[config.mk]
export PLATFORM = sky130hd
export DESIGN_NAME = multicycle_control_flat
export DESIGN_NICKNAME = d
export VERILOG_FILES = /design/src/rtl/multicycle_control_pkg.sv /design/src/rtl/multicycle_control_if.sv /design/src/rtl/multicycle_control.sv /design/src/flat_wrapper.sv
export SDC_FILE = /design/constraint.sdc
export NUM_CORES = 1
export LEC_CHECK = 0
export ABC_CLOCK_PERIOD_IN_PS = 5000
export BUFFER_PORTS_ARGS = -buffer_cell sky130_fd_sc_hd__buf_2
export CAP_MARGIN = 5
export CORE_MARGIN = 8
export CORE_UTILIZATION = 45
export CTS_CLUSTER_DIAMETER = 40
export DETAILED_ROUTE_END_ITERATION = 12
export PLACE_DENSITY = 0.72
export SYNTH_ARGS = -nofsm -noshare
export SYNTH_HDL_FRONTEND = slang
export SYNTH_SLANG_ARGS = --single-unit
[constraint.sdc]
create_clock -name clk -period 5 [get_ports clk]
set_clock_uncertainty 0.15 [all_clocks]
set_input_delay 0.25 -clock clk [delete_from_list [all_inputs] [get_ports clk]]
set_output_delay 0.25 -clock clk [all_outputs]
set_load 0.05 [all_outputs]
[src/rtl/multicycle_control_pkg.sv]
// Shared encodings for the multi-cycle MIPS-subset control path.
// States, opcodes, ALUOp and PCSource codes.
package multicycle_control_pkg;

  typedef enum logic [3:0] {
    S_RST     = 4'd0,
    S_FETCH   = 4'd1,
    S_DECODE  = 4'd2,
    S_ADDR    = 4'd3,
    S_MEM_RD  = 4'd4,
    S_LW_WB   = 4'd5,
    S_MEM_WR  = 4'd6,
    S_R_EX    = 4'd7,
    S_R_WB    = 4'd8,
    S_BEQ     = 4'd9,
    S_JMP     = 4'd10,
    S_ADDI_EX = 4'd11,
    S_ADDI_WB = 4'd12,
    S_HALT    = 4'd13
  } state_t;

  localparam logic [5:0] OP_RTYPE = 6'b000000;
  localparam logic [5:0] OP_LW    = 6'b100011;
  localparam logic [5:0] OP_SW    = 6'b101011;
  localparam logic [5:0] OP_BEQ   = 6'b000100;
  localparam logic [5:0] OP_J     = 6'b000010;
  localparam logic [5:0] OP_ADDI  = 6'b001000;

  localparam logic [1:0] ALU_ADD   = 2'b00;
  localparam logic [1:0] ALU_SUB   = 2'b01;
  localparam logic [1:0] ALU_FUNCT = 2'b10;

  localparam logic [1:0] PC_ALU    = 2'b00;
  localparam logic [1:0] PC_ALUOUT = 2'b01;
  localparam logic [1:0] PC_JUMP   = 2'b10;

  localparam logic [1:0] SRCB_B    = 2'b00;
  localparam logic [1:0] SRCB_4    = 2'b01;
  localparam logic [1:0] SRCB_IMM  = 2'b10;
  localparam logic [1:0] SRCB_IMM2 = 2'b11;

  function automatic logic is_wait(state_t s);
    return (s == S_FETCH) || (s == S_MEM_RD) || (s == S_MEM_WR);
  endfunction

endpackage

[src/rtl/multicycle_control_if.sv]
// Control bundle between the main FSM and the datapath.
// master = controller, slave = datapath / memory side.
interface multicycle_control_if;
  logic [5:0] opcode;
  logic       mem_ready;
  logic       PCWrite;
  logic       PCWriteCond;
  logic       IorD;
  logic       MemRead;
  logic       MemWrite;
  logic       IRWrite;
  logic       MemtoReg;
  logic [1:0] PCSource;
  logic [1:0] ALUOp;
  logic       ALUSrcA;
  logic [1:0] ALUSrcB;
  logic       RegWrite;
  logic       RegDst;
  logic       halted;
  logic       illegal_op;
  logic       bus_err;

  modport master (
    input  opcode, mem_ready,
    output PCWrite, PCWriteCond, IorD,
    output MemRead, MemWrite, IRWrite,
    output MemtoReg, PCSource, ALUOp,
    output ALUSrcA, ALUSrcB, RegWrite,
    output RegDst, halted, illegal_op,
    output bus_err
  );

  modport slave (
    output opcode, mem_ready,
    input  PCWrite, PCWriteCond, IorD,
    input  MemRead, MemWrite, IRWrite,
    input  MemtoReg, PCSource, ALUOp,
    input  ALUSrcA, ALUSrcB, RegWrite,
    input  RegDst, halted, illegal_op,
    input  bus_err
  );
endinterface

[src/rtl/multicycle_control.sv]
// Main control FSM of the multi-cycle datapath.
// Sequences instructions, waits on memory with timeout, halts on faults.
module multicycle_control
  import multicycle_control_pkg::*;
#(
  parameter int TIMEOUT = 16,
  parameter int CNT_W   = 5
) (
  input logic clk,
  input logic rst_n,
  multicycle_control_if.master bus
);

  localparam logic [CNT_W-1:0] CNT_LAST =
    CNT_W'(TIMEOUT - 1);

  state_t           state, state_nxt;
  logic [CNT_W-1:0] cnt, cnt_nxt;
  logic             ill_q, berr_q;
  logic             set_ill, set_berr;

  logic       pc_wr, pc_wr_cond, iord;
  logic       mem_rd, mem_wr, ir_wr;
  logic       mem2reg, alu_src_a;
  logic [1:0] pc_src, alu_op, alu_src_b;
  logic       reg_wr, reg_dst, halt;

  // state, wait counter and sticky fault flags
  always_ff @(posedge clk) begin
    if (!rst_n) begin
      state  <= S_RST;
      cnt    <= '0;
      ill_q  <= 1'b0;
      berr_q <= 1'b0;
    end else begin
      state  <= state_nxt;
      cnt    <= cnt_nxt;
      ill_q  <= ill_q | set_ill;
      berr_q <= berr_q | set_berr;
    end
  end

  // next state and Moore decode (FETCH loads IR/PC on ready)
  always_comb begin
    state_nxt  = state;
    cnt_nxt    = '0;
    set_ill    = 1'b0;
    set_berr   = 1'b0;
    pc_wr      = 1'b0;
    pc_wr_cond = 1'b0;
    iord       = 1'b0;
    mem_rd     = 1'b0;
    mem_wr     = 1'b0;
    ir_wr      = 1'b0;
    mem2reg    = 1'b0;
    alu_src_a  = 1'b0;
    pc_src     = PC_ALU;
    alu_op     = ALU_ADD;
    alu_src_b  = SRCB_B;
    reg_wr     = 1'b0;
    reg_dst    = 1'b0;
    halt       = 1'b0;

    case (state)
      S_RST: state_nxt = S_FETCH;
      S_FETCH: begin
        mem_rd    = 1'b1;
        alu_src_b = SRCB_4;
        alu_op    = ALU_ADD;
        pc_src    = PC_ALU;
        if (bus.mem_ready) begin
          ir_wr     = 1'b1;
          pc_wr     = 1'b1;
          state_nxt = S_DECODE;
        end
      end
      S_DECODE: begin
        alu_src_b = SRCB_IMM2;
        alu_op    = ALU_ADD;
        unique case (1'b1)
          (bus.opcode == OP_RTYPE):
            state_nxt = S_R_EX;
          (bus.opcode == OP_LW),
          (bus.opcode == OP_SW):
            state_nxt = S_ADDR;
          (bus.opcode == OP_BEQ):
            state_nxt = S_BEQ;
          (bus.opcode == OP_J):
            state_nxt = S_JMP;
          (bus.opcode == OP_ADDI):
            state_nxt = S_ADDI_EX;
          default: begin
            state_nxt = S_HALT;
            set_ill   = 1'b1;
          end
        endcase
      end
      S_ADDR: begin
        alu_src_a = 1'b1;
        alu_src_b = SRCB_IMM;
        alu_op    = ALU_ADD;
        if (bus.opcode == OP_LW)
          state_nxt = S_MEM_RD;
        else if (bus.opcode == OP_SW)
          state_nxt = S_MEM_WR;
      end
      S_MEM_RD: begin
        mem_rd = 1'b1;
        iord   = 1'b1;
        if (bus.mem_ready) state_nxt = S_LW_WB;
      end
      S_LW_WB: begin
        reg_wr    = 1'b1;
        mem2reg   = 1'b1;
        state_nxt = S_FETCH;
      end
      S_MEM_WR: begin
        mem_wr = 1'b1;
        iord   = 1'b1;
        if (bus.mem_ready) state_nxt = S_FETCH;
      end
      S_R_EX: begin
        alu_src_a = 1'b1;
        alu_src_b = SRCB_B;
        alu_op    = ALU_FUNCT;
        state_nxt = S_R_WB;
      end
      S_R_WB: begin
        reg_wr    = 1'b1;
        reg_dst   = 1'b1;
        state_nxt = S_FETCH;
      end
      S_BEQ: begin
        alu_src_a  = 1'b1;
        alu_src_b  = SRCB_B;
        alu_op     = ALU_SUB;
        pc_wr_cond = 1'b1;
        pc_src     = PC_ALUOUT;
        state_nxt  = S_FETCH;
      end
      S_JMP: begin
        pc_wr     = 1'b1;
        pc_src    = PC_JUMP;
        state_nxt = S_FETCH;
      end
      S_ADDI_EX: begin
        alu_src_a = 1'b1;
        alu_src_b = SRCB_IMM;
        alu_op    = ALU_ADD;
        state_nxt = S_ADDI_WB;
      end
      S_ADDI_WB: begin
        reg_wr    = 1'b1;
        state_nxt = S_FETCH;
      end
      S_HALT: halt = 1'b1;
      default: state_nxt = S_HALT;
    endcase

    // a stalled wait state counts up and gives up at the last slot
    if (is_wait(state) && !bus.mem_ready) begin
      if (cnt == CNT_LAST) begin
        state_nxt = S_HALT;
        set_berr  = 1'b1;
      end else begin
        cnt_nxt = cnt + 1'b1;
      end
    end
  end

  assign bus.PCWrite     = pc_wr;
  assign bus.PCWriteCond = pc_wr_cond;
  assign bus.IorD        = iord;
  assign bus.MemRead     = mem_rd;
  assign bus.MemWrite    = mem_wr;
  assign bus.IRWrite     = ir_wr;
  assign bus.MemtoReg    = mem2reg;
  assign bus.PCSource    = pc_src;
  assign bus.ALUOp       = alu_op;
  assign bus.ALUSrcA     = alu_src_a;
  assign bus.ALUSrcB     = alu_src_b;
  assign bus.RegWrite    = reg_wr;
  assign bus.RegDst      = reg_dst;
  assign bus.halted      = halt;
  assign bus.illegal_op  = ill_q;
  assign bus.bus_err     = berr_q;

endmodule
[src/flat_wrapper.sv]
// flat-port wrapper written by rule: the top's interface ports become plain ports
module multicycle_control_flat import multicycle_control_pkg::*;
#(
  parameter int TIMEOUT = 16,
  parameter int CNT_W   = 5
)
  (clk, rst_n, bus_opcode, bus_mem_ready, bus_PCWrite, bus_PCWriteCond, bus_IorD, bus_MemRead, bus_MemWrite, bus_IRWrite, bus_MemtoReg, bus_PCSource, bus_ALUOp, bus_ALUSrcA, bus_ALUSrcB, bus_RegWrite, bus_RegDst, bus_halted, bus_illegal_op, bus_bus_err);
  multicycle_control_if bus_i ();
  input logic clk;
  input logic rst_n;
  input wire logic [$bits(bus_i.opcode)-1:0] bus_opcode;
  input wire logic [$bits(bus_i.mem_ready)-1:0] bus_mem_ready;
  output wire logic [$bits(bus_i.PCWrite)-1:0] bus_PCWrite;
  output wire logic [$bits(bus_i.PCWriteCond)-1:0] bus_PCWriteCond;
  output wire logic [$bits(bus_i.IorD)-1:0] bus_IorD;
  output wire logic [$bits(bus_i.MemRead)-1:0] bus_MemRead;
  output wire logic [$bits(bus_i.MemWrite)-1:0] bus_MemWrite;
  output wire logic [$bits(bus_i.IRWrite)-1:0] bus_IRWrite;
  output wire logic [$bits(bus_i.MemtoReg)-1:0] bus_MemtoReg;
  output wire logic [$bits(bus_i.PCSource)-1:0] bus_PCSource;
  output wire logic [$bits(bus_i.ALUOp)-1:0] bus_ALUOp;
  output wire logic [$bits(bus_i.ALUSrcA)-1:0] bus_ALUSrcA;
  output wire logic [$bits(bus_i.ALUSrcB)-1:0] bus_ALUSrcB;
  output wire logic [$bits(bus_i.RegWrite)-1:0] bus_RegWrite;
  output wire logic [$bits(bus_i.RegDst)-1:0] bus_RegDst;
  output wire logic [$bits(bus_i.halted)-1:0] bus_halted;
  output wire logic [$bits(bus_i.illegal_op)-1:0] bus_illegal_op;
  output wire logic [$bits(bus_i.bus_err)-1:0] bus_bus_err;
  assign bus_i.opcode = bus_opcode;
  assign bus_i.mem_ready = bus_mem_ready;
  assign bus_PCWrite = bus_i.PCWrite;
  assign bus_PCWriteCond = bus_i.PCWriteCond;
  assign bus_IorD = bus_i.IorD;
  assign bus_MemRead = bus_i.MemRead;
  assign bus_MemWrite = bus_i.MemWrite;
  assign bus_IRWrite = bus_i.IRWrite;
  assign bus_MemtoReg = bus_i.MemtoReg;
  assign bus_PCSource = bus_i.PCSource;
  assign bus_ALUOp = bus_i.ALUOp;
  assign bus_ALUSrcA = bus_i.ALUSrcA;
  assign bus_ALUSrcB = bus_i.ALUSrcB;
  assign bus_RegWrite = bus_i.RegWrite;
  assign bus_RegDst = bus_i.RegDst;
  assign bus_halted = bus_i.halted;
  assign bus_illegal_op = bus_i.illegal_op;
  assign bus_bus_err = bus_i.bus_err;
  multicycle_control #(.TIMEOUT(TIMEOUT), .CNT_W(CNT_W)) u_core (.clk(clk), .rst_n(rst_n), .bus(bus_i));
endmodule
# Yosys cells after proc, flatten, opt, wreduce, memory -nomap -nowiden
# Cells that the tools add are included.
[classes]
n_addsub = 1
n_eq_ne = 19
mux = 28
n_bitwise = 4
n_reduce_logical = 15
[op_table]
columns = ["cell", "n"]
rows = [
  ["case mux 4 bit (9 select lines)", 1],
  ["2-to-1 mux 4 bit", 7],
  ["equality test 4 bit (second input constant)", 6],
  ["case mux 4 bit (5 select lines)", 1],
  ["equality test 4 x 3 -> 1 bit (second input constant)", 4],
  ["2-to-1 mux 1 bit", 15],
  ["equality test 6 bit (second input constant)", 2],
  ["OR reduction 6 bit", 2],
  ["equality test 4 x 2 -> 1 bit (second input constant)", 2],
  ["case mux 2 bit (2 select lines)", 2],
  ["OR reduction 2 bit", 4],
  ["equality test 6 x 2 -> 1 bit (second input constant)", 1],
  ["equality test 6 x 3 -> 1 bit (second input constant)", 1],
  ["equality test 6 x 4 -> 1 bit (second input constant)", 1],
  ["zero test 6 bit", 1],
  ["case mux 2 bit (3 select lines)", 1],
  ["OR reduction 3 bit", 2],
  ["adder 5 x 1 -> 5 bit (second input constant)", 1],
  ["equality test 5 x 4 -> 1 bit (second input constant)", 1],
  ["equality test 4 x 1 -> 1 bit (second input constant)", 1],
  ["zero test 4 bit", 1],
  ["OR reduction 4 bit", 1],
  ["logical OR 1 bit", 2],
  ["inverter 1 bit", 2],
  ["4 further kinds", 5],
]
[totals]
regBits = 11
inputBits = 9
out_inout_bits = 19
wordCells = 71

# Longest topological paths before layout
# Gate-level depths: netlist of run 1.
[depth]
ltp_word = 6
mapped_depth = 6
depth_no_buf = 6

# Worst setup path after synthesis of run 1
# OpenSTA, ideal clock, no wires.
[synth_path]
path_kind = "register to output"
startpoint = "reg u_core.state[1]"
endpoint = "out bus_ALUSrcB[0]"
arrival_ps = 1935
required_time_ps = 4600
path_slack_ps = 2665
path_stages_with_launch = 5
n_path_buf = 2
cell_sequence = "dfxtp_1 -> buf_6 -> buf_2 -> nand2b_1 -> a21boi_0"
[synth_via]
elab_chain_len = 3
word_cells_on_any_way = 6
cone_classes = "4 x eq/ne; 1 x mux; 1 x reduce/logical"
[synth_rtl]
columns = ["element", "line", "rtl"]
rows = [
  ["from (decl)", "multicycle_control.sv:17", "state_t state, state_nxt;"],
  ["from (signal assigned)", "multicycle_control.sv:36", "state <= state_nxt;"],
  ["equality test 4 bit / equality test 4 x 2 -> 1 bit (equally long branches)", "multicycle_control.sv:64", "case (state)"],
  ["OR reduction 2 bit (no source line)", "n/a", ""],
  ["case mux 2 bit (3 select lines) (*)", "multicycle_control.sv:64", ""],
  ["to (decl)", "flat_wrapper.sv:23", "output wire logic [$bits(bus_i.ALUSrcB)-1:0] bus_ALUSrcB;"],
]
# Every way passes the cells marked *; elsewhere a longest branch is shown, timed or not.

# Final worst setup path of run 1
[layout_path]
startpoint = "reg u_core.state[0]"
endpoint = "out bus_ALUSrcB[0]"
# The elaborated chain is that of the path after synthesis.

==> metrics.md, run 1 <==
| Metric | Value |
|---|---|
| Status | `finished clean` |
| Chip height | `59.9 um` |
| Number of storage elements in the synthesis netlist | `11` |
| Most common cell after layout, fill and taps aside | `buf_2` |
| Measured slew at the worst slew-check pin | `609 ps` |
| Clock tree from TritonCTS | `done` |
| Unrepaired setup endpoints after global routing | `false` |
| Final weighted congestion of routability-driven global placement | `0.822` |
| Antenna violations before repair | `0` |
| Number of DRC violations after detailed-routing iteration 0 | `6` |
| Syn nets | `126` |
| NumNets Final | `149` |
| Areal power density over the cells | `218 nW/um^2` |
| Final Power | `218 uW` |
| Final-report hold violation count | `0` |
| Number of vias in the routed layout | `885` |
| Count of instances resized after the clock tree is built | `0` |
| Commonest cells after routing, fill and taps aside | `buf_2, nor2_1, dfxtp_1` |
| Proportion of synthesized flip-flops having asynchronous set or reset | `0%` |
| Die Area | `3580 um^2` |
| Die width | `59.9 um` |
| Yosys warns | `0` |
| # Post-CTS Setup Buffers | `0` |
| Worst Setup Start Kind | `flop` |
| Cell at the root of the clock tree | `clkbuf_4` |
| Cells taking the most area after synthesis | `dfxtp_1, nor2_1, o21ai_0, buf_4, o211ai_1` |
| Library cells used by synthesis | `42` |
| Antenna Nets Post-Route | `0` |
| Clock-pin slew reported for the worst setup and hold paths after clock tree synthesis | `70 ps` |
| Minimum clock period | `2080 ps` |
| Initial core utilization | `46.0%` |
| EDFF count, synth | `0` |
| Reg-to-reg setup timing slack | `3250 ps` |
| Hold buffers post-CTS | `0` |
| Number of placement rows | `16` |
| Clock latency of the later-clocked register in the worst-skew pair | `260 ps` |
| Count of unresolved DRC violations after routing | `0` |
| Layout overhead on the synthesized area | `15.5%` |
| Diode count | `0` |
| Core area | `1880 um^2` |
| Pleak | `0.000450 uW` |
| Leftover overflow at the end of global routing | `0` |
| Count of max-cap constraint violations | `0` |
| Clock buffer depth | `2` |
| First-pass GRT wire length | `3500 um` |
| Vias in the first global route | `794` |
| Number of buffers created by CTS | `3` |
| First-pass detailed-route iteration total | `4` |
| Largest driver fanout on the critical path | `18` |
| Total Negative Setup Slacks | `0 ps` |
| Total setup violations reported at the end of the flow | `0` |
| Share of final-layout standard cells stronger than drive strength 1 | `26.3%` |
| Detailed Route WL | `2020 um` |
| Port-buffer cells | `27` |
| Maximum clock frequency | `481 MHz` |
| Cells after Synth | `115` |
| H-tree depth | `1` |
| End point of the critical path | `bus_ALUSrcB[0]` |
| Avg WL per Cell | `12.3 um` |
| Worst IR Drop VDD | `0.123 mV` |
| Register area share after synthesis | `25.4%` |
| Pin count of the biggest net entering global routing | `19` |
| Average size of a mapped cell | `7.53 um^2` |
| Rel. slew slack | `59.4%` |
| Routed via count divided by cell count | `5.40` |
| Cell taking the most area after synthesis | `dfxtp_1` |
| Hold WC Path Type | `in -> reg` |
| Worst setup path class | `reg -> out` |
| Most frequently used flop master after synthesis | `dfxtp_1` |
| Worst Path Arrival | `1680 ps` |
| Overall Global Routing Usage | `12.1%` |
| CP startpoint | `u_core.state[0]$_SDFF_PN0_` |
| Placed wire-length estimate after detailed placement | `1600 um` |
| Top cell type's share of synthesized area | `25.4%` |
| Synth Cell Area | `866 um^2` |
| Final period util | `41.6%` |
| Count of boundary I/O pins | `28` |
| Number of max-slew violations in the final report | `0` |
| Endpoint class of the critical path | `output port` |
| Num Clock Sinks | `11` |
| Number of fill cells in the layout | `224` |
| Required time of the critical path | `4600 ps` |
| Worst reg-to-reg path cell count | `4` |
| Startpoint of the most critical register-to-register path | `u_core.state[1]$_SDFF_PN0_` |
| Worst reg2reg path endpoint | `u_core.state[2]$_SDFF_PN0_` |
layout make-up:
class                           instances  area (um^2)  share of cell area (%)
Inverter                                4         15.0                    1.50
Clock buffer                            4         26.3                    2.63
Tap cell                               27         33.8                    3.38
Sequential cell                        11          220                    22.0
Timing Repair Buffer                   27          135                    13.5
Multi-Input combinational cell         91          569                    56.9
worst min path at each step:
| stage | startpoint | end | depth (start not counted) |
|---|---|---|---|
| finish | rst_n | u_core.state[2]$_SDFF_PN0_ | 2 |
| global route | rst_n | u_core.state[2]$_SDFF_PN0_ | 2 |
| CTS | rst_n | u_core.bus.illegal_op$_SDFF_PN0_ | 3 |
| detailed placement | u_core.bus.bus_err$_SDFF_PN0_ | u_core.bus.bus_err$_SDFF_PN0_ | 2 |
| global placement | u_core.bus.illegal_op$_SDFF_PN0_ | u_core.bus.illegal_op$_SDFF_PN0_ | 2 |
| floorplan | rst_n | u_core.bus.illegal_op$_SDFF_PN0_ | 2 |
state kept, by name (all words and copies together) (netlist names):
register,flops
u_core.cnt,5
u_core.bus.bus_err,1
u_core.bus.illegal_op,1
u_core.state,4
per-layer routing:
metal	vias to the layer above	track usage [%]	share of wire (%)	wire, um
met5	-	0	0	0
met4	0	4.42	0.79	16
met3	2	1.29	2.1	43
met2	15	20.6	52	1050
met1	412	15.0	45	913
li1	456	-	-	-
synthesized netlist by cell type (all sizes together) (5+ instances only):
| library cell | n |
|---|---|
| dfxtp | 11 |
| nand2 | 6 |
| and3 | 5 |
| nor2 | 19 |
| buf | 9 |
| o21ai | 8 |
| nor2b | 5 |
worst max-delay path: stages, from the launching register on:
cell and delay [ps]:
dfxtp_1 670, nand2b_1 240, a21boi_0 220, buf_2 290
through the flow:
step / std cells / setup WS (ps) / utilization, % / hold slack [ps] / area (um^2)
after floorplan: 115 / 2660 / - / 213 / 866
after global placement: 160 / 3210 / 51.7 / 281 / 973
after detailed placement: 160 / 3200 / 51.7 / 286 / 973
after CTS: 164 / 2910 / 53.1 / 97.2 / 1000
after global routing: 164 / 2770 / 53.1 / 116 / 1000
final: 164 / 2920 / 53.1 / 104 / 1000
cells by family (layout without fill, tap and decap cells):
kind of cell / after synthesis / after routing / synth area share, %
buffers and inverters: 13 / 35 / 8.81
adder cells (fa/ha/maj): 2 / 2 / 2.89
AO/OA/AOI/OAI: 27 / 27 / 20.1
flip-flops: 11 / 11 / 25.4
AND/OR/NAND/NOR: 59 / 59 / 39.7
XOR/XNOR: 3 / 3 / 3.04
report_power, final:
| group | switching (uW) | total, uW | internal (uW) |
|---|---|---|---|
| combinational | 41.6 | 60.9 | 19.3 |
| clock | 27.4 | 58.2 | 30.8 |
| sequential | 8.77 | 99.1 | 90.4 |
| total | 77.7 | 218 | 140 |
No activity file was read; power rests on OpenSTA's default activity.
==> inputs of run 2 (changes only) <==
Settings changed: ABC_CLOCK_PERIOD_IN_PS 5000 to 1800, CORE_UTILIZATION 45 to 44, PLACE_DENSITY 0.72 to 0.74.
Clock period 5 ns to 1.8 ns, I/O delays scaled along.
==> metrics.md, run 2 (synthesis results as in run 1) <==
| Metric | Value |
|---|---|
| Diode count | `0` |
| Vias in the first global route | `878` |
| Worst Setup Start Kind | `flop` |
| Port-buffer cells | `27` |
| Unrepaired setup endpoints after global routing | `false` |
| Pleak | `0.000485 uW` |
| Number of max-slew violations in the final report | `0` |
| Largest driver fanout on the critical path | `13` |
| Cell at the root of the clock tree | `clkbuf_4` |
| Count of unresolved DRC violations after routing | `0` |
| Clock tree from TritonCTS | `done` |
| Number of fill cells in the layout | `192` |
| Largest registers | `u_core.cnt x5, u_core.state x4` |
| Placed wire-length estimate after detailed placement | `1740 um` |
| Register containing the most flip-flops in the final layout | `u_core.cnt` |
| Final weighted congestion of routability-driven global placement | `0.840` |
| Hold WC Path Type | `in -> reg` |
| Maximum clock frequency | `577 MHz` |
| Die width | `60.4 um` |
| Clock latency of the later-clocked register in the worst-skew pair | `260 ps` |
| Number of placement rows | `16` |
| Minimum clock period | `1730 ps` |
| Layout overhead on the synthesized area | `23.4%` |
| Routed via count divided by cell count | `5.53` |
| NumNets Final | `154` |
| Number of DRC violations after detailed-routing iteration 0 | `21` |
| Most common cell after layout, fill and taps aside | `buf_2` |
| Required time of the critical path | `1560 ps` |
| Final period util | `96.3%` |
| First-pass detailed-route iteration total | `4` |
| Core area | `1900 um^2` |
| Overall Global Routing Usage | `12.7%` |
| Initial core utilization | `45.5%` |
| Detailed Route WL | `2240 um` |
| Largest register FFs | `5` |
| Clock buffer depth | `2` |
| Worst IR Drop VDD | `0.214 mV` |
| Post-route cell area | `1070 um^2` |
| Die Area | `3640 um^2` |
| Count of boundary I/O pins | `28` |
| Antenna Nets Post-Route | `0` |
| Post-Place Setup Slack | `104 ps` |
| Endpoint class of the critical path | `output port` |
| Rel. slew slack | `71.8%` |
| Number of buffers created by CTS | `3` |
| H-tree depth | `1` |
| Number of vias in the routed layout | `934` |
| Chip height | `60.4 um` |
| Pin count of the biggest net entering global routing | `15` |
| Count of max-cap constraint violations | `0` |
| Areal power density over the cells | `591 nW/um^2` |
| Final-report hold violation count | `0` |
| Antenna violations before repair | `0` |
| Final Power | `631 uW` |
| Final Worst Setup Slack | `66.3 ps` |
| Worst setup path class | `reg -> out` |
| Avg WL per Cell | `13.3 um` |
| Tightest hold margin | `75.9 ps` |
| Clock-pin slew reported for the worst setup and hold paths after clock tree synthesis | `70 ps` |
| Status | `finished clean` |
| Measured slew at the worst slew-check pin | `422 ps` |
| Worst Path Arrival | `1490 ps` |
| Share of final-layout standard cells stronger than drive strength 1 | `33.1%` |
| Leftover overflow at the end of global routing | `0` |
| Total setup violations reported at the end of the flow | `0` |
| Placement-stage cell area | `1020 um^2` |
| Num Clock Sinks | `11` |
| Commonest cells after routing, fill and taps aside | `buf_2, nor2_1, dfxtp_1` |
| First-pass GRT wire length | `3660 um` |
[run 2: changes by cell type in the layout (fill, tap and decap cells not counted), sizes merged]
cell	delta
clkbuf	+1
dlygate4sd3	+1
buf	+3
[run 2: layout make-up]
| class | count | area [um^2] | area share (%) |
|---|---|---|---|
| well taps | 27 | 33.8 | 3.16 |
| clock buffers | 4 | 26.3 | 2.46 |
| flip-flops and latches | 11 | 224 | 21.0 |
| multi-input cells | 91 | 589 | 55.2 |
| inverters | 4 | 15.0 | 1.41 |
| repair buffers | 32 | 180 | 16.9 |
[run 2: routing by layer]
metal	vias up	track usage [%]	routed length [um]
li1	466	-	-
met1	444	12.7	919
met2	22	25.0	1270
met3	2	1.69	44
met4	0	5.78	5
met5	-	0	0
[run 2: where the power goes]
part / leakage [uW] / total (uW) / switching, uW / internal [uW]
logic: 0.000379 / 194 / 129 / 65.4
clock network: 0.0000150 / 167 / 81.2 / 85.6
registers: 0.0000904 / 270 / 18.3 / 252
total: 0.000485 / 631 / 229 / 403
[run 2: worst max-delay path, cell delays in order (launching register included)]
cell      delay (ps)
dfxtp_2          390
buf_4            180
nand2b_1         230
o22ai_1          200
buf_4            220
[run 2: final timing paths]
kind,slack (ps),from,to,cells after the start
worst min-delay path,80,bus_opcode[4],u_core.state[0]$_SDFF_PN0_,3
worst min register to register,300,u_core.bus.bus_err$_SDFF_PN0_,u_core.bus.bus_err$_SDFF_PN0_,2
worst max register to register,120,u_core.cnt[0]$_SDFF_PP0_,u_core.cnt[2]$_SDFF_PP0_,5
worst max-delay path,70,u_core.state[2]$_SDFF_PN0_,bus_PCWrite,4
[run 2: timing repair]
action	CTS	global route
hold buffers	1	0
hold endpoints to repair	3	0
buffers inserted	0	0
endpoints found under the setup margin	11	10
gates cloned	0	0
gates resized for setup	3	3
pin swaps	0	0
[run 2: through the flow]
step	TNS (ps)	instances	utilization [%]
after detailed placement	0	164	53.7
after global routing	0	169	56.2
after floorplan	-107	115	-
after global placement	0	164	53.7
final	0	169	56.2
after CTS	0	169	55.9
